<file path="config.mk">
export PLATFORM = sky130hd
export DESIGN_NAME = slowclk_bank
export DESIGN_NICKNAME = d
export VERILOG_FILES = /design/src/rtl/slowclk_bank.sv
export SDC_FILE = /design/constraint.sdc
export NUM_CORES = 1
export LEC_CHECK = 0
export BUFFER_PORTS_ARGS = -buffer_cell sky130_fd_sc_hd__buf_2
export CAP_MARGIN = 20
export CORE_ASPECT_RATIO = 0.75
export CORE_MARGIN = 1
export CORE_UTILIZATION = 57
export DETAILED_ROUTE_END_ITERATION = 16
export PLACE_DENSITY = 0.89
export SETUP_SLACK_MARGIN = 0.15
export SLEW_MARGIN = 20
export SYNTH_ARGS = -nofsm -noshare
export SYNTH_HDL_FRONTEND = slang
export SYNTH_SLANG_ARGS = --single-unit
</file>
<file path="constraint.sdc">
create_clock -name clk -period 3.65 [get_ports clk]
set_clock_uncertainty 0.15 [all_clocks]
set_input_delay 0.365 -clock clk [delete_from_list [all_inputs] [get_ports clk]]
set_output_delay 0.365 -clock clk [all_outputs]
set_load 0.02 [all_outputs]
</file>
<file path="src/rtl/slowclk_bank.sv">
// slowclk_bank: a bank of independent programmable clock dividers.
// Each channel produces a one-cycle tick every N enabled cycles and a
// 50 % square wave. Divisor writes take effect only at a period
// boundary, so no channel ever emits a runt period. A global sync
// restarts and phase-aligns every channel.
module slowclk_bank #(
  parameter  int CHANNELS    = 4,
  parameter  int WIDTH       = 28,
  parameter  int DEFAULT_DIV = 1,
  localparam int CH_W        = (CHANNELS > 1) ? $clog2(CHANNELS) : 1
) (
  input  logic                clk,
  input  logic                reset,
  input  logic [CHANNELS-1:0] en,
  input  logic                sync,
  input  logic                load,
  input  logic [CH_W-1:0]     load_ch,
  input  logic [WIDTH-1:0]    load_div,
  output logic [CHANNELS-1:0] tick,
  output logic [CHANNELS-1:0] slowclk,
  output logic [CHANNELS-1:0] div_pending
);

  genvar gi;
  generate
    for (gi = 0; gi < CHANNELS; gi++) begin : ch_g
      logic [WIDTH-1:0] n_q, n_d;      // active divisor
      logic [WIDTH-1:0] p_q, p_d;      // divisor waiting for a period boundary
      logic [WIDTH-1:0] c_q, c_d;      // cycle counter within the period
      logic             pend_q, pend_d;
      logic             tick_q, tick_d;
      logic             slow_q, slow_d;
      logic             wr;
      logic             tc;

      // An index that matches no channel (load_ch >= CHANNELS) selects nothing.
      assign wr = load && (load_ch == CH_W'(gi));
      // Terminal count: the last enabled cycle of the current period.
      assign tc = en[gi] && (n_q != '0) && (c_q == n_q - WIDTH'(1));

      // Next-state logic: sync, then halted channel, then terminal count, then counting.
      always_comb begin
        n_d    = n_q;
        p_d    = p_q;
        c_d    = c_q;
        pend_d = pend_q;
        slow_d = slow_q;
        tick_d = 1'b0;
        if (sync) begin
          // Restart: drop the partial count; any queued or same-cycle
          // write becomes active immediately.
          c_d    = '0;
          slow_d = 1'b0;
          pend_d = 1'b0;
          if (wr)          n_d = load_div;
          else if (pend_q) n_d = p_q;
        end else if (n_q == '0) begin
          // Halted channel has no period to finish, so a queued divisor
          // activates on the very next edge.
          c_d = '0;
          if (wr) begin
            p_d    = load_div;
            pend_d = 1'b1;
          end else if (pend_q) begin
            n_d    = p_q;
            pend_d = 1'b0;
          end
        end else if (tc) begin
          // Period boundary: emit the tick and swap in a new divisor. A
          // write landing on this edge skips the pending stage.
          c_d    = '0;
          tick_d = 1'b1;
          slow_d = ~slow_q;
          pend_d = 1'b0;
          if (wr)          n_d = load_div;
          else if (pend_q) n_d = p_q;
        end else begin
          if (en[gi]) c_d = c_q + WIDTH'(1);
          if (wr) begin
            p_d    = load_div;
            pend_d = 1'b1;
          end
        end
      end

      // Channel state registers with synchronous active-low reset.
      always_ff @(posedge clk) begin
        if (!reset) begin
          n_q    <= WIDTH'(DEFAULT_DIV);
          p_q    <= '0;
          c_q    <= '0;
          pend_q <= 1'b0;
          tick_q <= 1'b0;
          slow_q <= 1'b0;
        end else begin
          n_q    <= n_d;
          p_q    <= p_d;
          c_q    <= c_d;
          pend_q <= pend_d;
          tick_q <= tick_d;
          slow_q <= slow_d;
        end
      end

      assign tick[gi]        = tick_q;
      assign slowclk[gi]     = slow_q;
      assign div_pending[gi] = pend_q;
    end
  endgenerate

endmodule
</file>
==> results by stage, run 1 <==
Synthesis:
- During synthesis, Yosys emitted a total of 0 warnings.
- The area of the mapped netlist is between 20000 and 25000 um2.
- Of all cell types, the one taking the most synthesized area is dfxtp_1.
- The most frequently used flop master after synthesis is dfxtp_1.
- The proportion of netlist area held by the largest area contributor is 0.3470.
- In this run, synthesis inferred 0 flip-flops with an integrated enable.
- In the synthesized netlist, the number of instances is 2463.
- Yosys attributes the largest share of cell area to dfxtp_1 35%, mux2i_1 12%, nand2_1 8.3%, xnor2_1 5.9%, xor2_1 5.1%.
- For this run, asynchronously set or reset flops after synthesis account for 0.
- Counting every net in the synthesized netlist gives ~2500.
- The synthesized flop and latch total is 348.
- Synthesis instantiated 75 different standard cells from the library.
- Of the synthesized area, sequential elements account for 0.3470.
- The synthesized area per cell is slightly above 8 um2.

Floorplanning:
- The die covers 35990 um2.
- The core region area is 34700 um2.
- Row generation in the floorplan step produced 59 rows.
- The die is approximately 220 um wide.
- The die height is 164.5 um.
- For this configuration, the core starts out at a cell density of 0.5787.
- The number of top-level pins is 50.

Setup path:
- The maximum fanout along the worst path is 7.
- The endpoint of the lowest-slack register-to-register path is ch_g[1].p_q[0].
- In this run the critical register-to-register path is launched from ch_g[1].n_q[1].
- STA classifies the critical path startpoint as a flip-flop.
- The setup slack on the worst flop-to-flop path is -260 ps.
- The startpoint of the worst setup timing path is ch_g[1].n_q[1].
- The category of the worst setup path capture point is a flip-flop.
- The endpoint arrival time on the critical path is approximately 4200 ps.
- STA puts the critical path data required time at between 3000 and 4000 ps.
- By startpoint and endpoint, the worst setup path is classified as flip-flop to flip-flop.
- The worst register-to-register path has a depth of 13.

Routing:
- In this run the remaining antenna-violating nets after routing total 0.
- For this block, the initial DRC count from the detailed router was 3092.
- After detailed routing, the number of vias per cell comes to approximately 6.7.
- Wires add up to between 70000 and 80000 um.
- The pre-antenna-repair detailed-routing pass consisted of 9 iterations.
- The via count is 20515.
- Dividing the detail-routed wire length by the instance count gives 23.81 um.
- The remaining routing DRC violations is 0.

STA:
- For the finished layout, the period the worst path requires is between 3000 and 4000 ps.
- The final cycle utilization of the critical path is 1.072.
- The count of pins over their slew limit is 0.
- Static timing analysis puts the maximum clock frequency at ~260 MHz.
- The total count of hold-check failures in the final report is 0.
- Once routing completed, OpenROAD measured the worst setup slack at -264.0 ps.
- Measured against its own limit, the worst slew margin works out to 0.2216.
- Setup violations remaining at the end of the flow were counted as 177.
- At the pin with the least slew margin, the transition time is 1168 ps.
- The total negative setup slack is -20590 ps.
- Setup repair after global routing could not meet its margin everywhere.

Global routing:
- In the global route stage, overall resource usage came out at 0.3543.
- The via count of the first global-routing pass is 18715.
- The global-route wire length before repair is 100800 um.
- The initial antenna violation count came to 1.
- The total overflow left after global routing is 0.
- Entering global routing, the biggest net connects 187 pins.

Power:
- Total power for the finished layout comes to 10320 uW.
- The largest vdd supply drop is 0.0004200 V.
- Dividing total power by cell area gives a power density of between 400 and 500 nW/um2.
- The leakage power is 0.009353 uW.

Layout:
- The fraction of final layout cells sized beyond drive strength 1 is 0.2178.
- The area overhead of the layout relative to synthesis is 25.44%.
- At the end of the flow, the number of nets in the layout was between 2000 and 3000.
- The count of non-filler cells in the finished layout is 3047.
- The repair_antennas step left the layout with diodes totalling 0.
- The final instance area is 25190 um2.

Clocking:
- In this run the clock root is driven by a clkbuf_16.
- The number of buffers created by CTS is 36.
- The clock tree synthesis step divided the H-tree into 2 levels.
- The clock net in this run drives a total of approximately 350 sinks.
- The number of buffers between clock root and the deepest sink is 3.
- TritonCTS built the clock tree.
- The clock reaches the later pin of the worst-skew pair after 550 ps.
- After clock tree synthesis, the clock-pin slew on the worst setup and hold paths is 70 ps.

Run status:
- The run finished, with violations left.
- The final reports fail on negative setup slack.

Worst hold path:
- The launch point of the worst hold path is en[0].
- Along the worst hold path, the cell count comes to 3.
- The type of the most critical hold path is input pin to flip-flop.
- The path with the worst hold slack has its endpoint at ch_g[0].c_q[0].

Placement:
- The post-place setup slack is -206.7 ps.
- The half-perimeter wire length of the detailed placement result is 42190 um.
- The placed instances occupy a cell area of 21550 um2.
- The number of input and output port buffers inserted is 49.
- The placed cell count is 2913.
- The congestion estimate from routability-driven global placement came to ~0.97.

Flow run:
- The number of max-capacitance violations reported is 0.
[cell usage after synthesis, drive strengths merged, types with 12 or more instances]
cell type and count:
nand2 446, dfxtp 348, mux2i 245, nor2 196, clkbuf 152, xnor2 136
xor2 117, nand3 93, o21ai 83, o211ai 78, o2111ai 57, nor3 52
nor4 50, buf 46, nand4 38, a21oi 31, inv 31, a21boi 28
and3 25, or4 25, or3 18, and4 12, ha 12, nand2b 12
nand3b 12, nor2b 12
[cells by family (layout without fill, tap and decap cells)]
| kind of cell | after synthesis | count (layout) | synth area share |
|---|---|---|---|
| AOI/OAI and AO/OA | 336 | 336 | 0.1167 |
| xor gates and xnor gates | 253 | 253 | 0.1104 |
| adders and majority gates | 12 | 12 | 0.007477 |
| buffers and inverters | 229 | 356 | 0.04985 |
| DFF | 348 | 348 | 0.3470 |
| muxes | 248 | 248 | 0.1238 |
| and+or+nand+nor | 1037 | 1037 | 0.2449 |
[power by group]
group / switching, uW / internal [uW] / total (uW)
Sequential: 149 / 3900 / 4050
Combinational: 1310 / 946 / 2250
Clock: 1650 / 2370 / 4020
Total: 3100 / 7220 / 10300
[how the worst max path moves through the flow]
stage,to,slack [ps],cells after the start
floorplan,ch_g[1].p_q[10],-260,14
global placement,ch_g[0].p_q[4],-40,12
detailed placement,ch_g[0].p_q[7],-210,12
CTS,ch_g[1].p_q[19],-80,13
global route,ch_g[1].p_q[21],-440,13
finish,ch_g[1].p_q[0],-260,13
[layout by cell type (no fill, tap or decap), types with 25 or more instances in the layout]
| cell type | count |
|---|---|
| nand2_1 | 417 |
| mux2i_1 | 242 |
| o21ai_1 | 44 |
| buf_4 | 138 |
| o2111ai_2 | 33 |
| a21oi_1 | 30 |
| xnor2_1 | 133 |
| nor3_1 | 45 |
| nor2_4 | 27 |
| nor4_1 | 34 |
| dfxtp_1 | 337 |
| inv_1 | 25 |
| clkbuf_16 | 52 |
| buf_2 | 48 |
| nand4_1 | 38 |
| and3_1 | 25 |
| o211ai_1 | 78 |
| nor2_1 | 148 |
| xor2_1 | 117 |
| nand3_1 | 91 |
[worst max-delay path: stages, from the launching register on]
cell,delay [ps]
dfxtp_2,340
inv_2,80
ha_4,130
or4b_4,450
or4_4,470
nor3_4,140
xnor2_1,80
or4_4,540
or4_4,450
nor4_4,220
or3_4,240
buf_6,120
buf_8,130
mux2i_1,280
[layer usage]
| layer | vias up | GRT usage | share of wire |
|---|---|---|---|
| li1 | 8865 | - | - |
| met4 | 0 | 0.1544 | 0.059 |
| met5 | - | 0 | 0 |
| met3 | 428 | 0.09208 | 0.14 |
| met2 | 1571 | 0.5489 | 0.43 |
| met1 | 9651 | 0.4648 | 0.37 |
[through the flow]
stage,util,hold slack [ps]
2_1_floorplan,-,284.4
3_3_place_gp,0.6211,289.9
3_5_place_dp,0.6211,296.8
4_1_cts,0.6832,22.66
5_1_grt,0.7259,53.65
6_report,0.7259,29.29
[registers in the layout, summed over array words and instances, names as in the netlist]
register,cells
ch_g.tick_q,4
ch_g.c_q,112
ch_g.pend_q,4
ch_g.slow_q,4
ch_g.n_q,112
ch_g.p_q,112
[area by class of cell]
class,instances,area [um2]
flip-flops and latches,348,6980
clock inverters,10,182.7
multi-input cells,1886,13520
repair buffers,264,2760
well taps,457,571.8
fillers,2208,9509
clock buffers,51,1059
inverters,31,116.4
[timing repair]
action                                  4_1_cts  5_1_grt
hold endpoints to repair                      1        0
endpoints found under the setup margin      280      342
gates cloned                                 14       18
hold buffers                                  1        0
gates resized for setup                      88      211
pin swaps                                    45       93
setup buffers                                25       15
Note: power is estimated with default switching activity, not from simulation.
==> run 2, diff against run 1 <==
--- a/config.mk
+++ b/config.mk
@@ -6,12 +6,12 @@
 export NUM_CORES = 1
 export LEC_CHECK = 0
 export BUFFER_PORTS_ARGS = -buffer_cell sky130_fd_sc_hd__buf_2
-export CAP_MARGIN = 20
+export CAP_MARGIN = 5
 export CORE_ASPECT_RATIO = 0.75
 export CORE_MARGIN = 1
-export CORE_UTILIZATION = 57
+export CORE_UTILIZATION = 68
 export DETAILED_ROUTE_END_ITERATION = 16
-export PLACE_DENSITY = 0.89
+export PLACE_DENSITY = 0.95
 export SETUP_SLACK_MARGIN = 0.15
 export SLEW_MARGIN = 20
 export SYNTH_ARGS = -nofsm -noshare
==> constraint.sdc (replaced) <==
create_clock -name clk -period 4.9 [get_ports clk]
set_clock_uncertainty 0.15 [all_clocks]
set_input_delay 0.49 -clock clk [delete_from_list [all_inputs] [get_ports clk]]
set_output_delay 0.49 -clock clk [all_outputs]
set_load 0.02 [all_outputs]
==> run 2 against run 1 <==
Effect of this change: global-route usage grew 2.3 points; sequential cell count is the same; register-to-register slack gained 710 ps; clock-buffer cell count shrank 2; the run now ends clean; sequential power shrank 25%; via count shrank 9.3%; clock power shrank 29%; critical endpoint is now ch_g[1].p_q[12].
==> results by stage, run 2 (synthesis gave the netlist of run 1 again) <==
STA:
- Measured against its own limit, the worst slew margin works out to 0.3158.
- The tightest hold path in the finished design has a slack of roughly 130 ps.
- Setup repair after global routing left no endpoint under its margin.
- The count of pins over their slew limit is 0.
- The worst-margin pin slew is 1026 ps.
- The achievable frequency is 224.7 MHz.
- The final cycle utilization of the critical path is 0.9083.
- The total negative setup slack is 0 ps.
- The smallest clock period supported by the final layout is computed as around 4500 ps.
- The total count of hold-check failures in the final report is 0.
- The number of setup violations in the final report is 0.

Run status:
- The run finished with clean final reports.

Setup path:
- For the worst setup path, the data required time is 5190 ps.
- The worst register-to-register path has a setup slack of 450 ps.
- Along the worst path, the maximum fanout reaches 28.
- STA classifies the critical path endpoint as a flip-flop.
- The critical path in this run is classified as flip-flop to flip-flop.
- Data arrives at the worst endpoint at 4740 ps.
- The worst setup path is launched from a flip-flop.

Power:
- The leakage power is 0.007932 uW.
- The power per unit of standard cell area is between 300 and 400 nW/um2.
- The largest vdd supply drop is around 0.00027 V.

Routing:
- For this block, the routed nets add up to 58070 um of wire.
- After detailed routing, the number of vias per cell comes to 6.648.
- The detailed router finished its first iteration with 2385 violations.
- In the final routed layout, each cell accounts on average for roughly 21 um.
- The first detailed-routing pass took 8 iterations.
- The final antenna-violating net count is 0.
- The remaining routing DRC violations is 0.
- The via count is 18607.

Layout:
- The antenna diode count is 0.
- Of the cells placed in the final design, the portion with a size suffix greater than 1 is 0.06938.
- In the layout the commonest cells are 446 x nand2_1, 344 x dfxtp_1, 245 x mux2i_1.
- For this run, the post-layout net count is 2430.
- The area overhead of the layout relative to synthesis is 7.016%.
- The flip-flop and latch area is 6972 um2.
- The filler cell count is between 2000 and 2500.
- The area used by multi-input combinational logic is 12190 um2.
- Leaving out fill and tap cells, the most frequent cell in the layout is nand2_1.
- The largest registers in the layout are ch_g.c_q (112), ch_g.n_q (112), ch_g.p_q (112).

Worst hold path:
- The path class of the tightest hold or removal check is input pin to flip-flop.

Global routing:
- The via count of the first global-routing pass is roughly 17000.
- The initial antenna violation count came to 1.
- The residual overflow from global routing is 0.
- Across every metal layer, demand over resource in global routing totals 0.3773.
- The global-route wire length before repair is 91190 um.
- Entering global routing, the biggest net connects roughly 210 pins.

Clocking:
- The number of buffers between clock root and the deepest sink is 3.
- After clock tree synthesis, the setup repair step added 0 buffers.
- Clock tree synthesis inserted a total of 36 buffers.
- The clock reaches the later pin of the worst-skew pair after about 550 ps.
- The CTS tree is yes.
- CTS placed an instance of clkbuf_16 at the clock tree root.
- The number of gates resized after CTS was 0.
- The H-tree depth is 2.
- The clock sink count is 348.
- The quantity of hold-fixing buffers added after cts is 0.
- After clock tree synthesis, the clock-pin slew on the worst setup and hold paths is ~70 ps.

Placement:
- The count of buffers added on input and output ports is 49.
- The congestion estimate from routability-driven global placement came to about 0.96.
- The half-perimeter wire length of the detailed placement result is slightly below 40000 um.

Floorplanning:
- The floorplan step set the die height to 150.8 um.
- The die boundary width is about 200 um.
- 50 I/O pins were placed.
- The full die area is between 30000 and 40000 um2.
- After floorplanning, the core was sized to cover 29050 um2.
- The total number of placement rows is 54.
- The initial utilization of the core area, before any placement, comes to 0.6911.

Flow run:
- Across the run, the number of max-cap violations was 0.
-- run 2: critical path, stage by stage, from the launching register on --
cell and delay [ps]:
dfxtp_1 350, inv_1 140, ha_1 270, or4b_4 520, or4_1 670, nor2_4 140, xnor2_1 60, or4_1 540
or4_4 570, nor4_4 240, or3_1 200, buf_12 240, mux2i_1 280
-- run 2: stage by stage --
stage	worst slack, ps	cell area, um2	total power [uW]	util	instances
floorplan	879.2	20080	3842	-	2463
global placement	673.8	20280	4097	0.6980	2734
detailed placement	550.3	20280	4137	0.6980	2734
CTS	472.5	21480	6935	0.7394	2799
global route	286.2	21490	7194	0.7396	2799
finish	449.5	21490	6996	0.7396	2799
-- run 2: area by class of cell --
type | count | share of cell area
Clock buffer | 49 | 0.04798
Tap cell | 392 | 0.02283
Timing Repair Buffer | 77 | 0.02399
Sequential cell | 348 | 0.3244
Clock inverter | 16 | 0.008035
Inverter | 31 | 0.005415
Multi-Input combinational cell | 1886 | 0.5673
-- run 2: worst paths after layout --
path,startpoint,endpoint,cells after the start
max,ch_g[1].n_q[0],ch_g[1].p_q[12],12
min reg2reg,ch_g[2].p_q[20],ch_g[2].p_q[20],2
max reg2reg,ch_g[1].n_q[0],ch_g[1].p_q[12],12
min,en[0],ch_g[0].c_q[1],3
-- run 2: power breakdown --
group | switching (uW) | internal [uW] | total (uW)
combinational | 692 | 405 | 1100
clock | 1210 | 1640 | 2860
sequential | 137 | 2910 | 3040
-- run 2: per-layer routing --
| metal | vias up | part of all wire | wire, um | GRT usage |
|---|---|---|---|---|
| li1 | 8501 | - | - | - |
| met4 | 0 | 0.046 | 2691 | 0.1737 |
| met5 | - | 0 | 0 | 0 |
| met1 | 8788 | 0.40 | 23120 | 0.4772 |
| met3 | 256 | 0.12 | 7028 | 0.1084 |
| met2 | 1062 | 0.43 | 25230 | 0.5997 |
